$ cat src/rtl/div_clk_strobe.sv
// Purpose: converts the asynchronous divided clock into clk_src-domain rise/fall enable strobes,
//          measures the rise-to-rise period and flags loss of the divided clock.
// Latency: SYNC_STAGES+1 flops from clk_div to en_rise/en_fall; period/period_valid one cycle after en_rise.
// Backpressure: none; strobes are free-running and consumers must sample them every cycle.
//
// Ports:
//   clk_src, rst_n   source clock, async active-low reset
//   clk_div          divided clock, asynchronous to clk_src
//   en_rise/en_fall  one-cycle strobes per clk_div rising/falling edge
//   period           clk_src cycles between the last two en_rise strobes (saturating)
//   period_valid     one-cycle strobe, period was just updated
//   lost             level, no rising edge seen for TIMEOUT cycles
//   edge_count       wrapping count of en_rise strobes
module div_clk_strobe #(
    parameter int SYNC_STAGES = 2,
    parameter int PERIOD_W    = 8,
    parameter int TIMEOUT     = 255
) (
    input  logic                clk_src,
    input  logic                rst_n,
    input  logic                clk_div,
    output logic                en_rise,
    output logic                en_fall,
    output logic [PERIOD_W-1:0] period,
    output logic                period_valid,
    output logic                lost,
    output logic [15:0]         edge_count
);

    localparam logic [15:0] TIMEOUT_C  = 16'(TIMEOUT);
    localparam logic [15:0] PERIOD_MAX = 16'((1 << PERIOD_W) - 1);

    typedef enum logic [1:0] {
        IDLE  = 2'd0,
        TRACK = 2'd1,
        LOST  = 2'd2
    } state_t;

    logic [SYNC_STAGES-1:0] sync_q;
    logic [SYNC_STAGES-1:0] sync_vld_q;
    logic                   prev_q;
    logic                   prev_vld_q;
    logic                   sync_lvl;
    logic                   rise;
    logic                   fall;
    logic [15:0]            icnt;
    logic                   timeout;
    logic                   upd_period;
    logic [PERIOD_W-1:0]    period_sat;
    state_t                 state_q;
    state_t                 state_d;

    // The valid chain tracks which synchronizer samples came from clk_div rather than
    // from reset. A rise needs a genuine low in prev, so clk_div already high at reset
    // release does not produce a spurious strobe.
    always_ff @(posedge clk_src or negedge rst_n) begin
        if (!rst_n) begin
            sync_q     <= '0;
            sync_vld_q <= '0;
            prev_q     <= 1'b0;
            prev_vld_q <= 1'b0;
        end else begin
            sync_q     <= {sync_q[SYNC_STAGES-2:0], clk_div};
            sync_vld_q <= {sync_vld_q[SYNC_STAGES-2:0], 1'b1};
            prev_q     <= sync_q[SYNC_STAGES-1];
            prev_vld_q <= sync_vld_q[SYNC_STAGES-1];
        end
    end

    assign sync_lvl = sync_q[SYNC_STAGES-1];
    assign rise     = sync_lvl & ~prev_q & prev_vld_q;
    // prev_q can only be 1 after a real high sample, so no validity qualifier needed.
    assign fall     = ~sync_lvl & prev_q;

    always_ff @(posedge clk_src or negedge rst_n) begin
        if (!rst_n) begin
            en_rise <= 1'b0;
            en_fall <= 1'b0;
        end else begin
            en_rise <= rise;
            en_fall <= fall;
        end
    end

    // icnt holds the number of cycles since the last en_rise cycle, so at the next
    // en_rise it equals the rise-to-rise period.
    always_ff @(posedge clk_src or negedge rst_n) begin
        if (!rst_n) begin
            icnt <= 16'd0;
        end else if (en_rise) begin
            icnt <= 16'd1;
        end else if (icnt != 16'hFFFF) begin
            icnt <= icnt + 16'd1;
        end
    end

    assign timeout    = (icnt == TIMEOUT_C);
    assign period_sat = (icnt > PERIOD_MAX) ? PERIOD_MAX[PERIOD_W-1:0] : icnt[PERIOD_W-1:0];

    always_ff @(posedge clk_src or negedge rst_n) begin
        if (!rst_n) begin
            state_q <= IDLE;
        end else begin
            state_q <= state_d;
        end
    end

    // en_rise has priority over timeout in every state.
    always_comb begin
        state_d    = state_q;
        upd_period = 1'b0;
        case (state_q)
            IDLE: begin
                if (en_rise) begin
                    state_d = TRACK;
                end else if (timeout) begin
                    state_d = LOST;
                end
            end
            TRACK: begin
                if (en_rise) begin
                    upd_period = 1'b1;
                end else if (timeout) begin
                    state_d = LOST;
                end
            end
            LOST: begin
                if (en_rise) begin
                    state_d = TRACK;
                end
            end
            default: state_d = IDLE;
        endcase
    end

    assign lost = (state_q == LOST);

    always_ff @(posedge clk_src or negedge rst_n) begin
        if (!rst_n) begin
            period       <= '0;
            period_valid <= 1'b0;
            edge_count   <= 16'd0;
        end else begin
            period_valid <= upd_period;
            if (upd_period) begin
                period <= period_sat;
            end
            edge_count <= edge_count + 16'(en_rise);
        end
    end

endmodule
$ cat config.mk
export PLATFORM = sky130hd
export DESIGN_NAME = div_clk_strobe
export DESIGN_NICKNAME = d
export VERILOG_FILES = /design/src/rtl/div_clk_strobe.sv
export SDC_FILE = /design/constraint.sdc
export NUM_CORES = 1
export LEC_CHECK = 0
export CORE_MARGIN = 4
export CORE_UTILIZATION = 56
export CTS_BUF_LIST = sky130_fd_sc_hd__clkbuf_4
export CTS_CLUSTER_SIZE = 28
export DETAILED_ROUTE_END_ITERATION = 10
export PLACE_DENSITY = 0.92
export RECOVER_POWER = 25
export SYNTH_ARGS = -nofsm -noshare
export SYNTH_HDL_FRONTEND = slang
export SYNTH_SLANG_ARGS = --single-unit
export TNS_END_PERCENT = 50
$ cat constraint.sdc
create_clock -name clk_src -period 2.1 [get_ports clk_src]
set_input_delay 0.42 -clock clk_src [delete_from_list [all_inputs] [get_ports clk_src]]
set_output_delay 0.42 -clock clk_src [all_outputs]
set_load 0.01 [all_outputs]
==> run metrics <==
die area=around 5000 sq um; highest clock rate=507 MHz; Async S/R FF share, synth=1.00; syn nets=198; H-tree Lvls=2; post_cts resized=0; first drt pass iteration count=5; clock slew at reported path FFs=around 0.15 ns; # clock sinks=51; setup TNS=0 ns; Vias=1,602; DR DRC count=0; sequential share of the synthesized area=0.587; largest area contributor in the netlist=dfrtp_1; VDD IR-drop max=0.767 mV; DRT iter0 DRCs=60; top post-synthesis cells by area=dfrtp_1, xnor2_1, o22a_1; status=finished with violations; Setup violations, final=0; Hold Path Class=register to register; largest net degree at the start of global routing=36; DP Worst Slack=between 0.1 and 0.15 ns; WHS=between 0.3 and 0.4 ns; initial core utilization=0.585; syn_area_per_cell=11.3 sq um; I/O pins=31; antenna viol nets, final=0; Worst-Skew Late Latency=0.38 ns; vias in the first global route=1,631; critical path type=register to output port; Via-to-Cell Ratio=5.76; first-pass GRT wire length=7360 um; endpoint class of the critical path=output port; CP Launch Type=register; Max Clock Skew=~0.018 ns; die height=about 70 um; antenna violations before repair=0; Leak=~1.1 nW; GRT overflow=0; Core Region=3720 sq um; top-area cell type share of the netlist area=0.587; PD cells=838 nW/um^2; Port Buf Inserts=30; GPL Wtd Cong=0.843; max_cap viols=1; Clock Path Buffers=2; final worst setup slack=between 0.1 and 0.15 ns; CTS buffer count=5; Total Wirelength=4180 um; cells after synthesis=roughly 190; post-synthesis register bit count=51; Non-Filler Instances=278; Max-slew headroom=-0.194; Syn. warnings=0; area delta synth->final=20.3%; Slew @ Worst Pin=1.79 ns; number of setup buffers added after CTS=0; Post-synth EDFFs=0; most common cell in the synthesized netlist=dfrtp_1; CTS tree=done; violated checks=capacitance limit, slew limit; final hold viol count=0; # diodes=0; HPWL after DPL=2990 um; RSZ-0062 raised after global routing=no; commonest cells in the netlist=dfrtp_1, nand2_1, nand3_1; Data required, critical path=1.68 ns; cts hold-fix bufs=0; Clock Tree Root=clkbuf_4; WP data arrival=between 1.5 and 2 ns; layout cell share with drive strength beyond 1=0.100; Site Rows=22; minimum clock period=a little under 2 ns; Slew Limit Fails=36; Max FO, Critical Path=4; dpl cells=270; reg2reg setup slack=~0.18 ns; die width=around 70 um; crit share post-route=0.939; Pwr Total=2.19 mW; Synth Flop Type=dfrtp_1; Netlist Area Pre-Place=2170 sq um; Wirelength per Cell=15.0 um; Netlist cell types=37; All-Layer GR Usage=0.190; Total Nets Final=235
==> power by group <==
group,switching [mW],leakage [nW],internal (mW)
clock network,0.308,0.0358,0.149
registers,0.158,0.654,1.13
logic,0.186,0.398,0.266
==> registers in the layout, summed over array words and instances (netlist names) <==
name,cells
prev_q,1
en_rise,1
period_valid,1
sync_vld_q,2
state_q,2
prev_vld_q,1
sync_q,2
edge_count,16
en_fall,1
period,8
icnt,16
==> final timing paths <==
kind / start / depth (start not counted) / end
max: state_q[1]$_DFFE_PN0P_ / 2 / lost
min: sync_vld_q[1]$_DFF_PN0_ / 0 / prev_vld_q$_DFF_PN0_
max reg2reg: icnt[0]$_DFFE_PN0P_ / 5 / icnt[14]$_DFFE_PN0P_
min reg2reg: sync_vld_q[1]$_DFF_PN0_ / 0 / prev_vld_q$_DFF_PN0_
max in group asynchronous: rst_n / 1 / icnt[15]$_DFFE_PN0P_
min in group asynchronous: rst_n / 1 / edge_count[4]$_DFF_PN0_
==> final cells by class <==
type                            instances  area [sq um]
Multi-Input combinational cell        132           863
Inverter                                3          11.3
Clock inverter                          2          17.5
Tap cell                               48          60.1
Sequential cell                        51          1280
Fill cell                             270          1100
Timing Repair Buffer                   36           339
Clock buffer                            6          45.0
==> critical path: stages, from the launching register on <==
cell	delay, ns
dfrtp_1	0.43
nor2b_2	0.18
clkdlybuf4s50_1	0.56
==> logic make-up (layout without fill, tap and decap cells) <==
logic type / count (synthesis) / count (layout) / share of synthesized area
simple gates: 78 / 78 / 0.202
mux: 4 / 4 / 0.0201
flops: 51 / 51 / 0.587
xor+xnor: 15 / 15 / 0.0605
buf+inv: 9 / 47 / 0.0178
fa+ha+maj: 3 / 3 / 0.0173
compound gates: 31 / 31 / 0.0938
other cells: 1 / 1 / 0.00173
==> metal layers <==
metal | track usage | part of all wire
met5 | 0 | 0
met4 | 0.109 | 0.021
met3 | 0.0374 | 0.046
met2 | 0.317 | 0.51
met1 | 0.226 | 0.42
==> layout by cell type (no fill, tap or decap), types with 8 or more instances in the layout <==
cell type,instances
dfrtp_1,49
o21ai_0,8
nor2_1,8
nand3_1,13
a21oi_1,8
nand2_1,16
clkdlybuf4s50_1,28
xnor2_1,12
o22a_1,8
==> through the flow <==
step,area [sq um],utilization
finish,2620,0.704
global route,2620,0.704
CTS,2610,0.702
detailed placement,2550,0.685
global placement,2550,0.685
floorplan,2170,-
Note: power is estimated with default switching activity, not from simulation.
